<file path="src/rtl/mem_bus_arbiter.sv">
// Two-master arbiter sharing one memory port between instruction fetch and load/store.
// Data side wins ties, bounded by a streak counter so a waiting fetch cannot starve.
module mem_bus_arbiter #(
    parameter int unsigned ADDR_W       = 32,
    parameter int unsigned DATA_W       = 32,
    parameter int unsigned MAX_D_STREAK = 4
) (
    input  logic                  clk,
    input  logic                  rst,

    input  logic                  i_req,
    input  logic [ADDR_W-1:0]     i_addr,
    output logic                  i_ack,
    output logic [DATA_W-1:0]     i_rdata,

    input  logic                  d_req,
    input  logic                  d_we,
    input  logic [DATA_W/8-1:0]   d_sel,
    input  logic [ADDR_W-1:0]     d_addr,
    input  logic [DATA_W-1:0]     d_wdata,
    output logic                  d_ack,
    output logic [DATA_W-1:0]     d_rdata,

    output logic                  mem_req,
    output logic                  mem_we,
    output logic [DATA_W/8-1:0]   mem_sel,
    output logic [ADDR_W-1:0]     mem_addr,
    output logic [DATA_W-1:0]     mem_wdata,
    input  logic                  mem_ack,
    input  logic [DATA_W-1:0]     mem_rdata,

    output logic                  stallreq_if,
    output logic                  stallreq_mem
);

    localparam int unsigned SEL_W      = DATA_W / 8;
    localparam logic [3:0]  STREAK_MAX = 4'(MAX_D_STREAK);

    typedef enum logic [1:0] {
        IDLE  = 2'd0,
        IBUSY = 2'd1,
        DBUSY = 2'd2
    } state_t;

    state_t              state_q,     state_d;
    logic [3:0]          d_streak_q,  d_streak_d;
    logic                mem_req_q,   mem_req_d;
    logic                mem_we_q,    mem_we_d;
    logic [SEL_W-1:0]    mem_sel_q,   mem_sel_d;
    logic [ADDR_W-1:0]   mem_addr_q,  mem_addr_d;
    logic [DATA_W-1:0]   mem_wdata_q, mem_wdata_d;

    logic                grant_d;
    logic                grant_i;

    // Data wins unless a fetch is waiting and data has already had its streak.
    always_comb begin
        grant_d = 1'b0;
        grant_i = 1'b0;
        if (state_q == IDLE) begin
            grant_d = d_req && (!i_req || (d_streak_q < STREAK_MAX));
            grant_i = !grant_d && i_req;
        end
    end

    always_ff @(posedge clk or negedge rst) begin
        if (!rst) begin
            state_q     <= IDLE;
            d_streak_q  <= '0;
            mem_req_q   <= 1'b0;
            mem_we_q    <= 1'b0;
            mem_sel_q   <= '0;
            mem_addr_q  <= '0;
            mem_wdata_q <= '0;
        end else begin
            state_q     <= state_d;
            d_streak_q  <= d_streak_d;
            mem_req_q   <= mem_req_d;
            mem_we_q    <= mem_we_d;
            mem_sel_q   <= mem_sel_d;
            mem_addr_q  <= mem_addr_d;
            mem_wdata_q <= mem_wdata_d;
        end
    end

    always_comb begin
        state_d     = state_q;
        d_streak_d  = d_streak_q;
        mem_req_d   = mem_req_q;
        mem_we_d    = mem_we_q;
        mem_sel_d   = mem_sel_q;
        mem_addr_d  = mem_addr_q;
        mem_wdata_d = mem_wdata_q;

        unique case (state_q)
            IDLE: begin
                if (grant_d) begin
                    state_d     = DBUSY;
                    mem_req_d   = 1'b1;
                    mem_we_d    = d_we;
                    mem_sel_d   = d_sel;
                    mem_addr_d  = d_addr;
                    mem_wdata_d = d_wdata;
                    if (!i_req) begin
                        d_streak_d = '0;
                    end else if (d_streak_q >= STREAK_MAX) begin
                        d_streak_d = STREAK_MAX;
                    end else begin
                        d_streak_d = d_streak_q + 4'd1;
                    end
                end else if (grant_i) begin
                    state_d     = IBUSY;
                    mem_req_d   = 1'b1;
                    mem_we_d    = 1'b0;
                    mem_sel_d   = '1;
                    mem_addr_d  = i_addr;
                    mem_wdata_d = '0;
                    d_streak_d  = '0;
                end
            end
            IBUSY, DBUSY: begin
                // Bus fields are held untouched; only the request drops on completion.
                if (mem_ack) begin
                    state_d   = IDLE;
                    mem_req_d = 1'b0;
                end
            end
            default: begin
                state_d   = IDLE;
                mem_req_d = 1'b0;
            end
        endcase
    end

    assign mem_req   = mem_req_q;
    assign mem_we    = mem_we_q;
    assign mem_sel   = mem_sel_q;
    assign mem_addr  = mem_addr_q;
    assign mem_wdata = mem_wdata_q;

    assign i_ack   = (state_q == IBUSY) && mem_ack;
    assign d_ack   = (state_q == DBUSY) && mem_ack;
    assign i_rdata = i_ack ? mem_rdata : '0;
    assign d_rdata = d_ack ? mem_rdata : '0;

    assign stallreq_if  = i_req && !i_ack;
    assign stallreq_mem = d_req && !d_ack;

endmodule

</file>
<file path="config.mk">
export PLATFORM = sky130hd
export DESIGN_NAME = mem_bus_arbiter
export DESIGN_NICKNAME = d
export VERILOG_FILES = /design/src/rtl/mem_bus_arbiter.sv
export SDC_FILE = /design/constraint.sdc
export NUM_CORES = 1
export LEC_CHECK = 0
export CORE_MARGIN = 2
export CORE_UTILIZATION = 31
export DETAILED_ROUTE_END_ITERATION = 10
export PLACE_DENSITY = 0.78
export SYNTH_ARGS = -nofsm -noshare
export SYNTH_HDL_FRONTEND = slang
export SYNTH_SLANG_ARGS = --single-unit
export TNS_END_PERCENT = 50
</file>
<file path="constraint.sdc">
create_clock -name clk -period 1.5 [get_ports clk]
set_input_delay 0.225 -clock clk [delete_from_list [all_inputs] [get_ports clk]]
set_output_delay 0.225 -clock clk [all_outputs]
set_load 0.02 [all_outputs]
</file>
==> qor.csv, run 1 <==
stage;metric;value;unit
cts;CTS tree;built;
power;Leakage;0.00365;uW
synth;most numerous cell in the Yosys netlist;dfrtp_1;
worst_setup_path;Worst setup EP type;primary output;
grt;GRT Util Overall;0.229;
min_path;worst hold path type;primary input to async pin;
routing;Vias per Instance;5.00;
grt;Most Crowded Layer GR;met2;
cells_and_area;post-route insts no fill;767;
routing;DRC Markers;0;
placed_design;I/O Buffers;275;
worst_setup_path;slowest stage delay, CP;0.41;ns
grt;met2 GRT Util;0.400;
synth;adder-cell share of the synthesized area;0.0139;
synth;mux cell area share after synthesis;0;
cells_and_area;layout cell share with drive strength beyond 1;0.290;
synth;top cells by count, synth;dfrtp_1 (76), and3_1 (65), a22o_1 (34);
grt;met3 capacity usage during global routing;0.0653;
placed_design;Cells after DPL;723;
cts;Worst-Skew Late Latency;0.32;ns
cells_and_area;final net count;761;
placed_design;RePlAce Congestion;0.918;
grt;GR Layer Usage met1;0.276;
sta;final setup violation count;140;
die;total die area;12500;sq um
synth;sequential element share of the synthesized area;0.527;
routing;Iter 0 DRT Violations;180;
worst_setup_path;slowest CP cell;dfrtp_1;
routing;drt wl/cell;19.0;um
grt;largest net degree at the start of global routing;68;
routing;Pre-antenna DRT Iters;4;
cts;clock slew seen by the registers of the worst setup and hold paths;0.06;ns
sta;Slew Viols, Final;0;
die;Die Span X;112;um
worst_setup_path;Worst Path Buf+Inv;3;
cts;CTS Buffer Depth;2;
cts;clk sinks;76;
cts;root buffer cell;clkbuf_16;
synth;Post-synth EDFFs;0;
status;status;complete, but fails checks;
die;Vert. Die Dim;112;um
sta;RSZ-0062 raised after global routing;true;
synth;Synth area leaders;dfrtp_1 (53%), and3_1 (11%), o221a_1 (9.1%);
worst_setup_path;crit path kind;flip-flop to primary output;
power;Clock power frac;0.158;
die;core area;11400;sq um
synth;Cells after Synth;304;
synth;mapped cell area;3610;sq um
worst_setup_path;Startpoint Class;flip-flop;
synth;Synth Area in XOR/XNOR;0;
worst_setup_path;Worst Setup SP;state_q[0];
placed_design;HPWL after detailed placement;10300;um
power;part of the power in registers;0.238;
sta;Max Freq;575;MHz
worst_setup_path;Worst EP required;1.27;ns
worst_setup_path;worst-path cell chain;buf_6 -> ha_4 -> buf_8 -> and3_4 -> buf_6;
grt;global-route wire length before repair;22600;um
worst_setup_path;worst reg2reg startpoint;state_q[1];
synth;Avg Inst Size Synth;11.9;sq um
power;Max VDD drop;1080;uV
cts;H-tree levels;3;
sta;Worst Tran Pin Value;0.360;ns
status;failing checks;setup timing;
sta;worst clock skew;0.00723;ns
synth;Most used DFF post-synth;dfrtp_1;
synth;fraction of registers with async set/reset;1.00;
synth;Net Count, Synth;446;
die;# rows;39;
synth;area leader, netlist;dfrtp_1;
synth;Synth Area in Compound Gates;0.211;
power;P_sw;5470;uW
grt;initial antenna violation count;0;
worst_setup_path;Critical Path Stages;5;
worst_setup_path;Critical Path End;i_rdata[24];
synth;Yosys reg bits;76;
power;P_int;9310;uW
routing;via count;3834;
cells_and_area;# diodes;0;
power;switching part of the total;0.370;
worst_setup_path;Critical Path Fanout Max;8;
routing;Routed Antenna Nets;0;
synth;synth unique cells;26;
sta;final setup margin;-0.239;ns
power;Pwr Density;1900;nW/um^2
cells_and_area;Layout area overhead;115;%
worst_setup_path;crit path DAT;1.51;ns
synth;Synthesis Warnings;0;
worst_setup_path;flop2flop setup slack;-0.19;ns
cts;TritonCTS Buffers;9;
power;Combinational Power Share;0.604;
sta;final worst-path cycle share;1.16;
die;Initial Util;0.317;
worst_setup_path;worst reg-to-reg path cell count;8;
sta;count of final hold-check violations;0;
cells_and_area;final core occ;0.683;
die;io pins;276;
synth;Synth top area share;0.527;
routing;routed wire length;14600;um
grt;number of global-route vias before repair;4086;
synth;Synth Area in Simple Gates;0.199;
worst_setup_path;most frequent CP cell;buf_6;
worst_setup_path;CP top delay family;flip-flops;
synth;largest family of logic cells by synthesized area;compound AO/OA/AOI/OAI gates;
sta;max_slew headroom;0.759;
run;max cap viols;0;
worst_setup_path;reg2reg end;mem_addr[2];
grt;grt total ovfl;0;
sta;crit path time final;1.74;ns
[layer usage]
metal	wire (um)	part of all wire	up-vias
met5	0	0	-
met4	191	0.013	0
met3	967	0.066	16
met2	7600	0.52	161
met1	5850	0.40	1864
li1	-	-	1793
[worst min-delay path by stage]
stage	end	slack, ns	cells past startpoint
after floorplan	d_streak_q[0]	-0.07	0
after global placement	mem_addr[15]	0.13	1
after detailed placement	mem_addr[16]	0.14	1
after CTS	mem_addr[31]	0.35	2
after global routing	mem_addr[18]	0.37	2
final	mem_addr[13]	0.35	2
[metrics by stage]
stage	cell area, sq um	setup WS (ns)	total power [uW]	setup TNS [ns]	hold slack [ns]
2_1_floorplan	3610	0.0299	7360	0	-0.0706
3_3_place_gp	6690	-0.519	10900	-46.89	0.134
3_5_place_dp	6690	-0.536	11100	-50.85	0.137
4_1_cts	7620	-0.252	14600	-22.85	0.348
5_1_grt	7770	-0.316	15600	-32.89	0.370
6_report	7770	-0.239	14800	-24.26	0.347
[layout by cell type (no fill, tap or decap), drive strengths merged, types with 2 or more instances in the layout]
master / instances
nand2b: 31
nor2: 2
buf: 127
a32o: 3
dlygate4sd2: 64
ha: 4
a21o: 2
a22o: 34
nand2: 2
or2b: 3
inv: 2
o21ai: 3
o22a: 4
and2: 4
and3: 65
dfrtp: 76
nor2b: 4
dlymetal6s2s: 6
clkdlybuf4s50: 136
clkinv: 2
clkbuf: 11
o221a: 32
bufinv: 2
[flip-flops by register name, summed over array words and instances (netlist names)]
register,flops
state_q,2
mem_addr,32
mem_we,1
mem_req,1
d_streak_q,4
mem_sel,4
mem_wdata,32
[cells by family after synthesis]
group / Yosys count
buffers and inverters: 33
AOI/OAI and AO/OA: 78
adders and majority gates: 4
DFF: 76
and+or+nand+nor: 113
[power by group through the flow]
stage               clock network [uW]  registers, uW  logic [uW]
CTS                               2410           3510        8730
finish                            2340           3520        8920
global placement                     0           3510        7430
floorplan                            0           4590        2770
detailed placement                   0           3530        7580
global route                      2510           3640        9430
[cell type report]
cell class                 instances  area [sq um]
multi-input combinational        195          1700
fill                             859          3600
clock inverter                     5          85.1
tap                              143           179
timing repair buffer             335          3650
inverter                           2          7.51
sequential                        76          1900
clock buffer                      11           243
[repair_timing]
action,in CTS,in global routing
setup buffers,7,6
gates resized for setup,520,25
gates cloned,13,1
endpoints found under the hold margin,22,0
endpoints found under the setup margin,203,150
hold buffers,1,0
pin swaps,5,3
Power figures use the tool's default switching activity.
==> run 2: changes to the inputs <==
--- a/config.mk
+++ b/config.mk
@@ -8,6 +8,7 @@
 export CORE_MARGIN = 2
 export CORE_UTILIZATION = 31
 export DETAILED_ROUTE_END_ITERATION = 10
+export MAX_ROUTING_LAYER = met4
 export PLACE_DENSITY = 0.78
 export SYNTH_ARGS = -nofsm -noshare
 export SYNTH_HDL_FRONTEND = slang
==> run 2 against run 1 <==
Effect of this change: the flow still finishes with violations (setup timing); power about the same; routed wire length about the same; clock-buffer cell count unchanged; largest cell class unchanged; highest routed layer unchanged.
==> qor.csv, run 2 (same netlist as run 1, synthesis figures left out) <==
stage;metric;value;unit
routing;Pre-antenna DRT Iters;4;
routing;Vias per Instance;5.01;
min_path;worst hold path type;primary input to async pin;
sta;Slew Viols, Final;0;
routing;routed wire length;14600;um
worst_setup_path;Worst Path Buf+Inv;3;
cells_and_area;final net count;761;
worst_setup_path;most frequent CP cell;buf_6;
worst_setup_path;Worst Setup SP;state_q[0];
sta;worst clock skew;0.00895;ns
cts;root buffer cell;clkbuf_16;
die;Initial Util;0.317;
sta;worst hold slack;0.345;ns
worst_setup_path;Critical Path Fanout Max;9;
worst_setup_path;worst reg2reg startpoint;state_q[1];
grt;largest net degree at the start of global routing;68;
cells_and_area;area of the multi-input gates;1700;sq um
worst_setup_path;Worst setup EP type;primary output;
cells_and_area;most common cell after layout, fill and taps aside;clkdlybuf4s50_1;
cts;clock slew seen by the registers of the worst setup and hold paths;0.06;ns
worst_setup_path;slowest CP cell;dfrtp_1;
placed_design;I/O Buffers;275;
cts;clk sinks;76;
power;Combinational Power Share;0.604;
cells_and_area;most frequent cells in the layout;clkdlybuf4s50_1 (136), dfrtp_1 (76), buf_6 (73);
worst_setup_path;Worst EP required;1.27;ns
placed_design;RePlAce Congestion;0.934;
worst_setup_path;slowest stage delay, CP;0.41;ns
cells_and_area;Register Area;1900;sq um
cells_and_area;Fill cells;859;
cells_and_area;layout cell share with drive strength beyond 1;0.290;
placed_design;Cells after DPL;723;
worst_setup_path;crit path DAT;1.51;ns
cells_and_area;final core occ;0.683;
sta;Worst Tran Pin Value;0.358;ns
status;status;complete, but fails checks;
worst_setup_path;CP top delay family;flip-flops;
worst_setup_path;crit path kind;flip-flop to primary output;
cts;H-tree levels;3;
sta;crit path time final;1.74;ns
power;Pwr Density;1900;nW/um^2
grt;GRT Util Overall;0.235;
sta;max_slew headroom;0.760;
routing;DRC Markers;0;
sta;final worst-path cycle share;1.16;
placed_design;HPWL after detailed placement;10300;um
sta;count of final hold-check violations;0;
die;io pins;276;
cells_and_area;Layout area overhead;115;%
sta;Max Freq;576;MHz
power;Clock power frac;0.158;
routing;Routed Antenna Nets;0;
sta;setup tns final;-23.99;ns
sta;final setup margin;-0.236;ns
cts;CTS Buffer Depth;2;
power;P_sw;5470;uW
sta;RSZ-0062 raised after global routing;true;
sta;final setup violation count;140;
cells_and_area;# diodes;0;
cts;TritonCTS Buffers;9;
power;switching part of the total;0.370;
die;core area;11400;sq um
cells_and_area;post-route insts no fill;767;
die;total die area;12500;sq um
routing;Iter 0 DRT Violations;187;
cts;Worst-Skew Late Latency;0.33;ns
run;max cap viols;0;
power;Leakage;0.00365;uW
power;part of the power in registers;0.238;
grt;number of global-route vias before repair;4103;
grt;initial antenna violation count;0;
worst_setup_path;Startpoint Class;flip-flop;
die;# rows;39;
routing;drt wl/cell;19.0;um
routing;via count;3841;
cts;CTS tree;built;
worst_setup_path;worst-path cell chain;inv_2 -> ha_4 -> buf_6 -> and3_1 -> buf_6;
power;P_int;9310;uW
die;Vert. Die Dim;112;um
grt;global-route wire length before repair;22600;um
status;failing checks;setup timing;
grt;grt total ovfl;0;
power;Max VDD drop;1080;uV
power;overall power;14800;uW
die;Die Span X;112;um
-- run 2: cell counts in the layout (fill, tap and decap cells not counted) --
No cell type changed its count.
-- run 2: final timing paths --
path | to | slack (ns) | cells past startpoint
worst max register to register | mem_addr[2] | -0.19 | 8
max in group asynchronous | mem_wdata[12] | 0.62 | 3
worst min register to register | mem_req | 0.49 | 1
worst min-delay path | mem_addr[25] | 0.35 | 2
min in group clk | mem_sel[2] | 0.49 | 2
worst max-delay path | d_rdata[0] | -0.24 | 5
-- run 2: metrics by stage --
| stage | instance area (sq um) | setup slack (ns) |
|---|---|---|
| 2_1_floorplan | 3610 | 0.0299 |
| 3_3_place_gp | 6690 | -0.519 |
| 3_5_place_dp | 6690 | -0.536 |
| 4_1_cts | 7620 | -0.252 |
| 5_1_grt | 7770 | -0.314 |
| 6_report | 7770 | -0.236 |
-- run 2: repair_timing --
item | CTS | global route
cloned | 13 | 1
setup buffers | 7 | 6
resized for setup | 520 | 25
endpoints found under the setup margin | 203 | 150
hold buffers | 1 | 0
pin swaps | 5 | 3
endpoints found under the hold margin | 22 | 0
-- run 2: layout make-up --
cell class,count,share of cell area
Clock buffer,11,0.0313
Clock inverter,5,0.0110
Inverter,2,0.000966
Multi-Input combinational cell,195,0.219
Sequential cell,76,0.245
Tap cell,143,0.0230
Timing Repair Buffer,335,0.470
-- run 2: metal layers --
metal / wire length, um / GRT usage / share of wire
met1: 5830 / 0.279 / 0.40
met2: 7590 / 0.400 / 0.52
met3: 921 / 0.0533 / 0.063
met4: 262 / 0.0716 / 0.018
met5: 0 / - / 0
-- run 2: worst reg2reg max path, cell delays in order (launching register included) --
cell     delay, ns
dfrtp_1       0.41
inv_2         0.07
buf_4         0.14
ha_4          0.15
buf_6         0.13
o21ai_4       0.14
buf_12        0.18
or2b_1        0.23
o221a_1       0.12
-- run 2: power by group through the flow --
stage,clock network (uW),logic (uW),registers [uW]
2_1_floorplan,0,2770,4590
3_3_place_gp,0,7430,3510
3_5_place_dp,0,7580,3530
4_1_cts,2410,8730,3510
5_1_grt,2510,9420,3640
6_report,2340,8920,3510
==> edit 1, RTL diff (flow settings as in run 2) <==
Re-encode `state_t` (3 states) as one-hot, 3 bits wide.
--- a/src/rtl/mem_bus_arbiter.sv
+++ b/src/rtl/mem_bus_arbiter.sv
@@ -38,6 +38,6 @@
 
-    typedef enum logic [1:0] {
-        IDLE  = 2'd0,
-        IBUSY = 2'd1,
-        DBUSY = 2'd2
+    typedef enum logic [2:0] {
+        IDLE  = 3'b001,
+        IBUSY = 3'b010,
+        DBUSY = 3'b100
     } state_t;
Formal check against the unedited RTL: same outputs for any inputs over 4 cycles, from zero or initial values and one cycle with rst low; so few cycles prove little.
==> edit 1 against run 2 <==
The run still ends with negative setup slack left; synthesized area increased by 10%; sequential cell count increased by 1; synthesized cell count increased by 27%; setup slack got worse by 0.085 ns; non-clock buffer count decreased by 7; critical path depth decreased by 1; fmax decreased by 4.7%; wire length increased by 19%; via count increased by 17%; total power decreased by 0.44%; final area increased by 9.2%; highest routed layer unchanged.
==> edit 1: results (changes against run 2) <==
| Metric | Value |
|---|---|
| GRT Overall Usage | `23.7% (+0.19 points)` |
| Wire length on met2 | `8860 microns (+17%)` |
| Leakage | `4.37 nW (+20%)` |
| Vias/cell | `5.25 (+4.9%)` |
| Status | `complete, but fails checks` |
| Clock sink count | `77 (+1.3%)` |
| Power Internal | `9.06 mW (-2.7%)` |
| Multi-input logic area | `2160 sq um (+27%)` |
| Diodes inserted | `1 (+1)` |
| Synth area leaders | `dfrtp_1, and2_1, a22o_1` |
| Final setup violating endpoints | `143 (+2.1%)` |
| Die Wd | `117 microns (+4.7%)` |
| # clk buffers | `10 (-1)` |
| Placed Area | `7110 sq um (+6.2%)` |
| Violated checks | `negative setup slack` |
| DP Wirelength | `11,000 microns (+6.9%)` |
| Final net count | `820 (+7.8%)` |
| DRT met1 WL | `6920 microns (+19%)` |
| Sequential fraction of the synthesis area | `48.6% (-4.2 points)` |
| Met2 Use GR | `40.2% (+0.11 points)` |
| Worst Reg2Reg Path Length in Cells | `7 (-1)` |
| Non-filler cells, final | `859 (+12%)` |
| Crit path max-delay family | `simple AND/OR/NAND/NOR gates` |
| R2r endpoint | `mem_wdata[3]$_DFFE_PN0P_` |
| Iter 0 DRT Violations | `462 (+150%)` |
| GRT met1 Usage | `28.3% (+0.39 points)` |
| Avg WL per Cell | `20.3 microns (+6.7%)` |
| Mapped Cells | `387 (+27%)` |
| DR WL met3 | `1230 microns (+34%)` |
| CP Launch Point | `state_q[1]$_DFFE_PN0P_` |
| ClkCell Share | `3.54% (-0.68 points)` |
| Post-synthesis net count | `526 (+18%)` |
| Clock skew | `0.00637 ns (-0.00257 ns)` |
| P per Cell Area | `1730 nW/um^2 (-8.8%)` |
| Routing usage on met3 | `4.12% (-1.2 points)` |
| Critical path peak fanout | `17 (+8)` |
| Final WS setup | `-0.322 ns (-0.0851 ns)` |
| First-pass GRT wire length | `24,200 microns (+7.0%)` |
| Count of non-CTS inverters in the layout | `1 (-1)` |
| Worst setup path endpoint | `d_rdata[20]` |
| Comb pwr | `9.00 mW (+0.9%)` |
| Worst-margin pin slew | `0.440 ns (+0.0821 ns)` |
| Initial antenna violation count | `1 (+1)` |
| Setup Total Neg Slack | `-35.56 ns (-11.56 ns)` |
| Layout cells sized above 1 | `33.5% (+4.5 points)` |
| GP Congestion | `0.826 (-12%)` |
| Worst EP arrival | `1.60 ns (+0.09 ns)` |
| Synth cell types | `37 (+42%)` |
[edit 1: cell types whose count changed after synthesis, moves of 4 or more]
| cell | delta |
|---|---|
| o21ai_1 | +30 |
| clkbuf_1 | +11 |
| a31oi_1 | +32 |
| and2_1 | +61 |
| buf_2 | +5 |
| and3_1 | -63 |
| o31ai_1 | +32 |
| o221a_1 | -29 |
| nand2b_1 | -29 |
| nor3b_1 | +32 |
| a21oi_1 | +4 |
[edit 1: logic make-up (layout without fill, tap and decap cells)]
group	count (synthesis)	count (layout)	synth area share [%]
DFF	77	77	48.6
other	0	1	0
xor gates and xnor gates	1	1	0.221
AOI/OAI and AO/OA	146	146	25.6
adders and majority gates	1	1	0.315
buffers and inverters	46	345	5.45
and+or+nand+nor	116	116	19.8
[edit 1: timing repair]
action	CTS	global route
hold endpoints to repair	76	0
setup endpoints to repair	213	213
resized for setup	435	138
hold buffers	1	0
pin swaps	8	16
cloned	10	4
setup buffers	7	3
==> edit 2, RTL diff (flow settings as in run 2) <==
Made on the original files. The parameter `ADDR_W` goes from 32 to 48.
--- a/src/rtl/mem_bus_arbiter.sv
+++ b/src/rtl/mem_bus_arbiter.sv
@@ -3,3 +3,3 @@
 module mem_bus_arbiter #(
-    parameter int unsigned ADDR_W       = 32,
+    parameter int unsigned ADDR_W       = 48,
     parameter int unsigned DATA_W       = 32,
Interface: changed (resized d_addr, i_addr and mem_addr); port bits go from 276 to 324. No check against the original RTL was run, so the function may have changed too.
==> edit 2 against run 2 <==
Sequential cell count increased by 16; largest power group unchanged; synthesized area is 19% higher; synthesized cell count grew 17%; via count grew 18%; worst hold slack lost 0.063 ns; the run still ends with negative setup slack left; wire length increased by 31%; total power rose by 18%; critical endpoint is now d_rdata[2]; final area rose by 19%; utilization fell by 0.97 points; die area up 19%; setup slack got worse by 0.0060 ns.
==> edit 2: results (changes against run 2) <==
| Metric | Value |
|---|---|
| Switching fraction of total power | `38.6% (+1.6 points)` |
| Layout cells sized above 1 | `34.6% (+5.6 points)` |
| Number of post-CTS setup repair buffers | `3 (-4)` |
| DP Worst Slack | `-0.563 ns (-0.0265 ns)` |
| Clock Power | `2.12 mW (-9.4%)` |
| Synth area leaders | `dfrtp_1, o221a_2, and3_1` |
| Sequential fraction of the synthesis area | `53.5% (+0.80 points)` |
| Hold Slack | `0.283 ns (-0.0626 ns)` |
| DP Wirelength | `11,300 microns (+9.8%)` |
| CP Launch Point | `state_q[1]$_DFFE_PN0P_` |
| Post-synthesis compound-gate area fraction | `22.3% (+1.2 points)` |
| Worst setup path endpoint | `d_rdata[2]` |
| Iter 0 DRT Violations | `179 (-4.3%)` |
| Final net count | `885 (+16%)` |
| GP Congestion | `0.788 (-16%)` |
| Uppermost layer routed | `met4` |
| DR WL met3 | `1180 microns (+28%)` |
| Cts repair resizes | `433 (-17%)` |
| R2r endpoint | `mem_addr[46]$_DFFE_PN0P_` |
| Adder-Cell Fraction of Synth Area | `1.16% (-0.22 points)` |
| Setup Total Neg Slack | `-25.65 ns (-1.65 ns)` |
| Clock skew | `0.0117 ns (+0.00279 ns)` |
| Placed Area | `7870 sq um (+18%)` |
| Routing usage on met3 | `3.89% (-1.4 points)` |
| GRT Overall Usage | `20.9% (-2.6 points)` |
| Final setup violating endpoints | `156 (+11%)` |
| First-pass GRT wire length | `23,700 microns (+5.0%)` |
| Crit path max-delay family | `buffers and inverters` |
| Max FFs per register | `48` |
| Cells after DPL | `846 (+17%)` |
| First-pass DRT Iterations | `7 (+3)` |
| Largest family of logic cells by synthesized area | `compound AO/OA/AOI/OAI gates` |
| Number of global-route vias before repair | `4,456 (+8.6%)` |
| Vias/cell | `5.06 (+1.0%)` |
| Non-filler cells, final | `896 (+17%)` |
| Met2 Use GR | `34.7% (-5.3 points)` |
| Synth cell types | `24 (-7.7%)` |
| FF-to-FF Start | `state_q[0]$_DFFE_PN0P_` |
| GRT met1 Usage | `25.9% (-2.0 points)` |
| Critical path peak fanout | `22 (+13)` |
| Violated checks | `negative setup slack` |
| Maximum VDD drop | `0.964 mV (-10%)` |
| FILL cells | `976 (+14%)` |
| Status | `complete, but fails checks` |
| Leakage | `4.57 nW (+25%)` |
| Final WS setup | `-0.243 ns (-0.00602 ns)` |
| Post-synthesis net count | `530 (+19%)` |
| I/O Buffers | `323 (+17%)` |
| Top cells by count, synth | `dfrtp_1, and3_1, nand2b_1` |
| Mapped Cells | `356 (+17%)` |
## edit 2: cell count changes in the layout (fill, tap and decap cells not counted), sizes merged, moves of 16 or more
| cell | run 2 | this run |
|---|---|---|
| dlymetal6s2s | 6 | 67 |
| dlygate4sd2 | 64 | 20 |
| clkdlybuf4s50 | 136 | 167 |
| nand2b | 31 | 49 |
| buf | 127 | 111 |
| dfrtp | 76 | 92 |
| o221a | 32 | 48 |
## edit 2: cell type report
| class | count | share of cell area, % |
|---|---|---|
| Tap cell | 180 | 2.44 |
| Sequential cell | 92 | 24.9 |
| Inverter | 3 | 0.122 |
| Clock buffer | 10 | 2.48 |
| Clock inverter | 6 | 0.501 |
| Multi-Input combinational cell | 226 | 23.2 |
| Timing Repair Buffer | 379 | 46.4 |
## edit 2: logic make-up after synthesis
family          count (synthesis)
flops                          92
fa+ha+maj                       4
simple gates                  126
compound gates                 95
buf+inv                        39
